`src/rtl/mem_pkg.sv`:
```
// Shared types and helpers for the Avalon memory master.
//   mem_size_t     : access size (byte / half / word)
//   master_state_t : master FSM states
//   size_of        : maps the raw 2-bit CPU size field (3 -> word)
//   be_of          : byteenable lane mask for a size and byte offset
//   misaligned     : true when the access cannot be issued as one bus cycle
//   wdata_of       : lane-replicated store data
package mem_pkg;

  typedef enum logic [1:0] {
    MemByte = 2'd0,
    MemHalf = 2'd1,
    MemWord = 2'd2
  } mem_size_t;

  typedef enum logic [1:0] {
    StIdle,
    StReq,
    StWait,
    StResp
  } master_state_t;

  function automatic mem_size_t size_of(input logic [1:0] sz);
    case (sz)
      2'd0:    return MemByte;
      2'd1:    return MemHalf;
      default: return MemWord;
    endcase
  endfunction

  function automatic logic [3:0] be_of(input mem_size_t size, input logic [1:0] lane);
    case (size)
      MemByte: return 4'b0001 << lane;
      MemHalf: return lane[1] ? 4'b1100 : 4'b0011;
      default: return 4'b1111;
    endcase
  endfunction

  function automatic logic misaligned(input mem_size_t size, input logic [1:0] lane);
    case (size)
      MemHalf: return lane[0];
      MemWord: return lane != 2'b00;
      default: return 1'b0;
    endcase
  endfunction

  // Replicating across all lanes means the slave picks the right bytes via byteenable
  // regardless of offset.
  function automatic logic [31:0] wdata_of(input mem_size_t size, input logic [31:0] wdata);
    case (size)
      MemByte: return {4{wdata[7:0]}};
      MemHalf: return {2{wdata[15:0]}};
      default: return wdata;
    endcase
  endfunction

endpackage

```
`src/rtl/load_align.sv`:
```
// Combinational load lane select and sign/zero extension.
//   i_data   : 32-bit word as read from the bus
//   i_lane   : byte offset within the word (addr[1:0])
//   i_size   : access size
//   i_signed : sign-extend (byte/half only)
//   o_result : right-justified, extended result
module load_align
  import mem_pkg::*;
(
  input  logic [31:0] i_data,
  input  logic [1:0]  i_lane,
  input  mem_size_t   i_size,
  input  logic        i_signed,
  output logic [31:0] o_result
);

  logic [31:0] w_byte_shift;
  logic [7:0]  w_byte;
  logic [15:0] w_half;

  assign w_byte_shift = i_data >> {i_lane, 3'b000};
  assign w_byte       = w_byte_shift[7:0];
  assign w_half       = i_lane[1] ? i_data[31:16] : i_data[15:0];

  always_comb begin
    o_result = i_data;
    case (i_size)
      MemByte: o_result = {{24{i_signed & w_byte[7]}}, w_byte};
      MemHalf: o_result = {{16{i_signed & w_half[15]}}, w_half};
      default: o_result = i_data;
    endcase
  end

endmodule

```
`src/rtl/avalon_mem_master.sv`:
```
// Avalon-MM master between the CPU load/store stage and an Avalon RAM slave.
// Accepts one sized request at a time, issues a word-aligned read/write with the
// proper byteenable and replicated writedata, waits out waitrequest (with optional
// timeout) and returns extended load data or an error.
//   clk, reset_n                  : clock, async active-low reset
//   req_*                         : CPU request handshake and payload
//   resp_valid/resp_rdata/resp_err: one-cycle response
//   address/byteenable/read/write/writedata/waitrequest/readdata : Avalon-MM master
module avalon_mem_master
  import mem_pkg::*;
#(
  parameter int unsigned TIMEOUT_CYCLES = 255
) (
  input  logic        clk,
  input  logic        reset_n,
  input  logic        req_valid,
  output logic        req_ready,
  input  logic        req_write,
  input  logic [1:0]  req_size,
  input  logic        req_signed,
  input  logic [31:0] req_addr,
  input  logic [31:0] req_wdata,
  output logic        resp_valid,
  output logic [31:0] resp_rdata,
  output logic        resp_err,
  output logic [31:0] address,
  output logic [3:0]  byteenable,
  output logic        read,
  output logic        write,
  output logic [31:0] writedata,
  input  logic        waitrequest,
  input  logic [31:0] readdata
);

  master_state_t r_state, w_state_d;

  // Latched request fields (full address and wdata live in the bus output registers).
  logic [1:0]  r_lane,   w_lane_d;
  mem_size_t   r_size,   w_size_d;
  logic        r_signed, w_signed_d;
  logic        r_is_wr,  w_is_wr_d;

  logic [7:0]  r_cnt,    w_cnt_d;
  logic [7:0]  w_cnt_inc;

  logic        r_read,   w_read_d;
  logic        r_write,  w_write_d;
  logic [31:0] r_addr,   w_addr_d;
  logic [3:0]  r_be,     w_be_d;
  logic [31:0] r_wdata,  w_wdata_d;

  logic        r_rvalid, w_rvalid_d;
  logic [31:0] r_rdata,  w_rdata_d;
  logic        r_err,    w_err_d;

  mem_size_t   w_in_size;
  logic [31:0] w_load_data;

  assign w_in_size = size_of(req_size);
  assign w_cnt_inc = (r_cnt == 8'hFF) ? r_cnt : r_cnt + 8'd1;

  load_align u_load_align (
    .i_data   (readdata),
    .i_lane   (r_lane),
    .i_size   (r_size),
    .i_signed (r_signed),
    .o_result (w_load_data)
  );

  always_comb begin
    w_state_d  = r_state;
    w_lane_d   = r_lane;
    w_size_d   = r_size;
    w_signed_d = r_signed;
    w_is_wr_d  = r_is_wr;
    w_cnt_d    = r_cnt;
    w_read_d   = r_read;
    w_write_d  = r_write;
    w_addr_d   = r_addr;
    w_be_d     = r_be;
    w_wdata_d  = r_wdata;
    w_rvalid_d = 1'b0;
    w_rdata_d  = 32'd0;
    w_err_d    = 1'b0;

    case (r_state)
      StIdle: begin
        if (req_valid) begin
          w_lane_d   = req_addr[1:0];
          w_size_d   = w_in_size;
          w_signed_d = req_signed;
          w_is_wr_d  = req_write;
          if (misaligned(w_in_size, req_addr[1:0])) begin
            w_state_d  = StResp;
            w_rvalid_d = 1'b1;
            w_err_d    = 1'b1;
          end else begin
            w_state_d = StReq;
            w_cnt_d   = 8'd0;
            w_read_d  = ~req_write;
            w_write_d = req_write;
            w_addr_d  = {req_addr[31:2], 2'b00};
            w_be_d    = be_of(w_in_size, req_addr[1:0]);
            w_wdata_d = req_write ? wdata_of(w_in_size, req_wdata) : 32'd0;
          end
        end
      end
      // The slave registers its stall, so waitrequest is meaningless here.
      StReq: w_state_d = StWait;
      StWait: begin
        if (!waitrequest) begin
          w_state_d  = StResp;
          w_read_d   = 1'b0;
          w_write_d  = 1'b0;
          w_rvalid_d = 1'b1;
          w_rdata_d  = r_is_wr ? 32'd0 : w_load_data;
        end else begin
          w_cnt_d = w_cnt_inc;
          if (TIMEOUT_CYCLES != 0 && 32'(w_cnt_inc) >= TIMEOUT_CYCLES) begin
            w_state_d  = StResp;
            w_read_d   = 1'b0;
            w_write_d  = 1'b0;
            w_rvalid_d = 1'b1;
            w_err_d    = 1'b1;
          end
        end
      end
      StResp:  w_state_d = StIdle;
      default: w_state_d = StIdle;
    endcase
  end

  always_ff @(posedge clk or negedge reset_n) begin
    if (!reset_n) begin
      r_state  <= StIdle;
      r_lane   <= 2'd0;
      r_size   <= MemByte;
      r_signed <= 1'b0;
      r_is_wr  <= 1'b0;
      r_cnt    <= 8'd0;
      r_read   <= 1'b0;
      r_write  <= 1'b0;
      r_addr   <= 32'd0;
      r_be     <= 4'd0;
      r_wdata  <= 32'd0;
      r_rvalid <= 1'b0;
      r_rdata  <= 32'd0;
      r_err    <= 1'b0;
    end else begin
      r_state  <= w_state_d;
      r_lane   <= w_lane_d;
      r_size   <= w_size_d;
      r_signed <= w_signed_d;
      r_is_wr  <= w_is_wr_d;
      r_cnt    <= w_cnt_d;
      r_read   <= w_read_d;
      r_write  <= w_write_d;
      r_addr   <= w_addr_d;
      r_be     <= w_be_d;
      r_wdata  <= w_wdata_d;
      r_rvalid <= w_rvalid_d;
      r_rdata  <= w_rdata_d;
      r_err    <= w_err_d;
    end
  end

  assign req_ready  = (r_state == StIdle);
  assign resp_valid = r_rvalid;
  assign resp_rdata = r_rdata;
  assign resp_err   = r_err;
  assign address    = r_addr;
  assign byteenable = r_be;
  assign read       = r_read;
  assign write      = r_write;
  assign writedata  = r_wdata;

endmodule

```
`config.mk`:
```
export PLATFORM = sky130hd
export DESIGN_NAME = avalon_mem_master
export DESIGN_NICKNAME = d
export VERILOG_FILES = /design/src/rtl/mem_pkg.sv /design/src/rtl/load_align.sv /design/src/rtl/avalon_mem_master.sv
export SDC_FILE = /design/constraint.sdc
export NUM_CORES = 1
export LEC_CHECK = 0
export CAP_MARGIN = 10
export CORE_MARGIN = 2
export CORE_UTILIZATION = 48
export DETAILED_ROUTE_END_ITERATION = 8
export PLACE_DENSITY = 0.89
export SLEW_MARGIN = 20
export SYNTH_ARGS = -nofsm -noshare
export SYNTH_HDL_FRONTEND = slang
export SYNTH_SLANG_ARGS = --single-unit
```
`constraint.sdc`:
```
create_clock -name clk -period 4.3 [get_ports clk]
set_input_delay 0.43 -clock clk [delete_from_list [all_inputs] [get_ports clk]]
set_output_delay 0.43 -clock clk [all_outputs]
set_load 0.005 [all_outputs]
```
==> metrics.md <==
| Metric | Value |
|---|---|
| Initial core utilization | 49.1% |
| PostCTS Resize Cnt | 0 |
| Root buf cell | clkbuf_16 |
| Initial antenna violation count | 0 |
| Clock share of power | 27.4% |
| H-Tree Level Count | 4 |
| Vias | 4954 |
| Synth Warn # | 0 |
| RSZ-0062 raised after global routing | false |
| Drt total wl | 16300 um |
| Area Overhead vs Synth | 48.1% |
| Post-DP HPWL | 11200 um |
| Vias/cell | 5.57 |
| WP buf/inv | 4 |
| Ant diodes | 0 |
| Floorplan row count | 39 |
| Number of max-cap violations | 0 |
| Int Power | 3.57 mW |
| CTS tree | built |
| Bufs on Longest Clock Path | 2 |
| First-pass GRT wire length | 26200 um |
| Setup bufs post-CTS | 0 |
| Gr ovfl total | 0 |
| LEAKAGE | 3.64 nW |
| Sequential area share after synthesis | 52.7% |
| Die height | 112 um |
| CP cell instances | clkdlybuf4s50_1 -> buf_4 -> nor2_1 -> buf_4 -> o21bai_4 -> buf_12 -> mux2_2 |
| Final setup vio count | 0 |
| Total CTS buffers | 17 |
| Sw frac | 30.7% |
| Worst skew pair latency | 410 ps |
| Cell Pwr Density | 620 nW/um2 |
| R2r setup slk | 1590 ps |
| Crit path kind | primary input to flop |
| Hold-fix buffers, CTS | 0 |
| Routed WL per cell | 18.3 um |
| Clock sink count | 118 |
| Clock transition at path regs | 50 ps |
| Finished Layout Cells | 890 |
| Worst path required time | 4590 ps |
| Hold Fails Final Rpt | 0 |
| Port bufs | 206 |
| NetSw | 1.58 mW |
| Post-synth ARST share | 100% |
| Mapped Avg Cell Area | 10.3 um2 |
| Worst Hold Class | primary input to async pin |
| Total track usage | 26.4% |
| Vias in the first global route | 5113 |
| Slew HR | 37.3% |
| Initial DRC count | 480 |
| Combinational Power Share | 37.9% |
| Min cycle time layout | 2730 ps |
| # DRC | 0 |
| Die Wd | 112 um |
| Most used DFF post-synth | dfrtp_1 |
| Yosys cell types | 56 |
| Tot Pwr | 5.15 mW |
| I/O Pins | 209 |
| Synth area leaders | dfrtp_1 53%, mux2_2 10%, nand2_1 6.8% |
| Nets | 842 |
| Largest net degree at the start of global routing | 89 |
| Final setup TNS | 0 ps |
| Crit path arrival time | 3030 ps |
| Slew Limit Fails | 0 |
| Max frequency | 0.366 GHz |
| Most frequent cells in the layout | 205 x clkdlybuf4s50_1, 118 x dfrtp_1, 101 x nand2_1 |
| Placed cells | 859 |
| CP Max Fanout | 67 |
| Mapped Cells | 543 |
| Core area | 11400 um2 |
| CP startpoint kind | primary input |
| EDFF count, synth | 0 |
| WP depth | 7 |
| First-pass detailed-route iteration total | 5 |
| Share of layout cells above drive strength 1 | 14.7% |
| Seq pwr share | 34.6% |
| Critical R2R Capture | resp_rdata[20] |
| Actual slew at the worst max-slew pin | 938 ps |
| Critical path's largest stage delay | 760 ps |
| Crit path capture type | flop |
| RePlAce Congestion | 0.872 |
| Peak supply drop | 0.000445 V |
| Skew final | 7.87 ps |
| Critical Path Most Common Cell | buf_4 |
| Post-synth top area share | 52.7% |
| CP delay by family, top | buffers and inverters |
| Worst R2R Path Depth | 5 |
| Critical-path top delay cell | o21bai_4 |
| Final worst path period share | 63.5% |
| Status | finished clean |
| Antenna Nets Post-Route | 0 |
| Reg2reg start | r_lane[1] |
| Commonest non-fill, non-tap cell in the layout | clkdlybuf4s50_1 |
| Cell Area, Synth | 5610 um2 |
| Area of the die | 12600 um2 |
| Synth area leader | dfrtp_1 |
| Flops & latches, synth | 118 |
[synth_stat cells (2+ instances only)]
| cell | n |
|---|---|
| a211o_1 | 3 |
| a21oi_1 | 22 |
| a21oi_2 | 10 |
| a221oi_1 | 8 |
| a222oi_1 | 7 |
| a31oi_1 | 3 |
| and3_1 | 2 |
| buf_2 | 15 |
| buf_4 | 5 |
| clkbuf_1 | 19 |
| dfrtp_1 | 118 |
| ha_1 | 3 |
| inv_1 | 32 |
| mux2_2 | 52 |
| mux2_4 | 2 |
| mux2i_1 | 14 |
| nand2_1 | 101 |
| nand2b_1 | 5 |
| nand3_1 | 4 |
| nand4b_1 | 2 |
| nor2_1 | 16 |
| nor2b_1 | 3 |
| nor3_1 | 3 |
| o21ai_0 | 55 |
| o21bai_1 | 2 |
| o22ai_1 | 2 |
| o31ai_1 | 3 |
| o41ai_1 | 2 |
| or2_2 | 2 |
| or3_1 | 2 |
[worst reg2reg max path: stages, from the launching register on]
cell     delay, ps
dfrtp_1        770
mux4_2         610
mux2_4         270
a21oi_1        120
or2_1          650
a21oi_1        120
[layer usage]
metal	vias to the layer above	part of all wire (%)	GRT usage [%]
met3	34	9.1	9.45
li1	2264	-	-
met2	273	49	43.9
met1	2383	40	32.4
met4	0	2.3	8.46
met5	-	0	0
[worst max-delay path by stage]
stage                 from     endpoint
2_1_floorplan   r_state[0]  address[10]
3_3_place_gp   req_size[1]  address[12]
3_5_place_dp   req_size[1]  address[13]
4_1_cts        req_size[1]  address[13]
5_1_grt        req_size[1]   address[6]
6_report       req_size[1]   address[7]
[sequential cells by signal, summed over array words and instances (netlist names)]
name,flops
r_state,2
r_signed,1
resp_valid,1
r_lane,2
write,1
resp_err,1
resp_rdata,32
address,30
read,1
r_cnt,8
r_is_wr,1
r_size,2
byteenable,4
writedata,32
[power by group through the flow]
stage / Clock [mW] / Combinational [mW] / Sequential, mW
after CTS: 1.44 / 1.96 / 1.78
after detailed placement: 0 / 1.93 / 1.79
after global routing: 1.49 / 2.12 / 1.83
after global placement: 0 / 1.86 / 1.76
final: 1.41 / 1.96 / 1.78
after floorplan: 0 / 0.912 / 1.75
[kinds of logic (layout without fill, tap and decap cells)]
logic type / Yosys count / count (layout) / share of synthesized area [%]
other: 1 / 2 / 0.0669
xor gates and xnor gates: 1 / 1 / 0.156
adders and majority gates: 3 / 3 / 0.669
muxes: 69 / 69 / 13.9
and+or+nand+nor: 147 / 147 / 11.4
AOI/OAI and AO/OA: 130 / 130 / 15.1
DFF: 118 / 118 / 52.7
buffers and inverters: 74 / 277 / 6.05
[stage by stage]
stage	hold WS, ps	setup WS (ps)	instance area, um2	utilization [%]
3_3_place_gp	464	1220	7710	67.5
6_report	77.8	1570	8310	72.7
2_1_floorplan	134	2350	5610	-
5_1_grt	139	1370	8310	72.7
4_1_cts	263	1580	8300	72.7
3_5_place_dp	471	1130	7710	67.5
[cell type report]
cell class | instances | area, um2
clock inverters | 9 | 126
fillers | 755 | 3110
inverters | 33 | 124
well taps | 143 | 179
repair buffers | 213 | 2130
clock buffers | 22 | 464
multi-input cells | 352 | 2330
flip-flops and latches | 118 | 2950
Power figures use the tool's default switching activity.
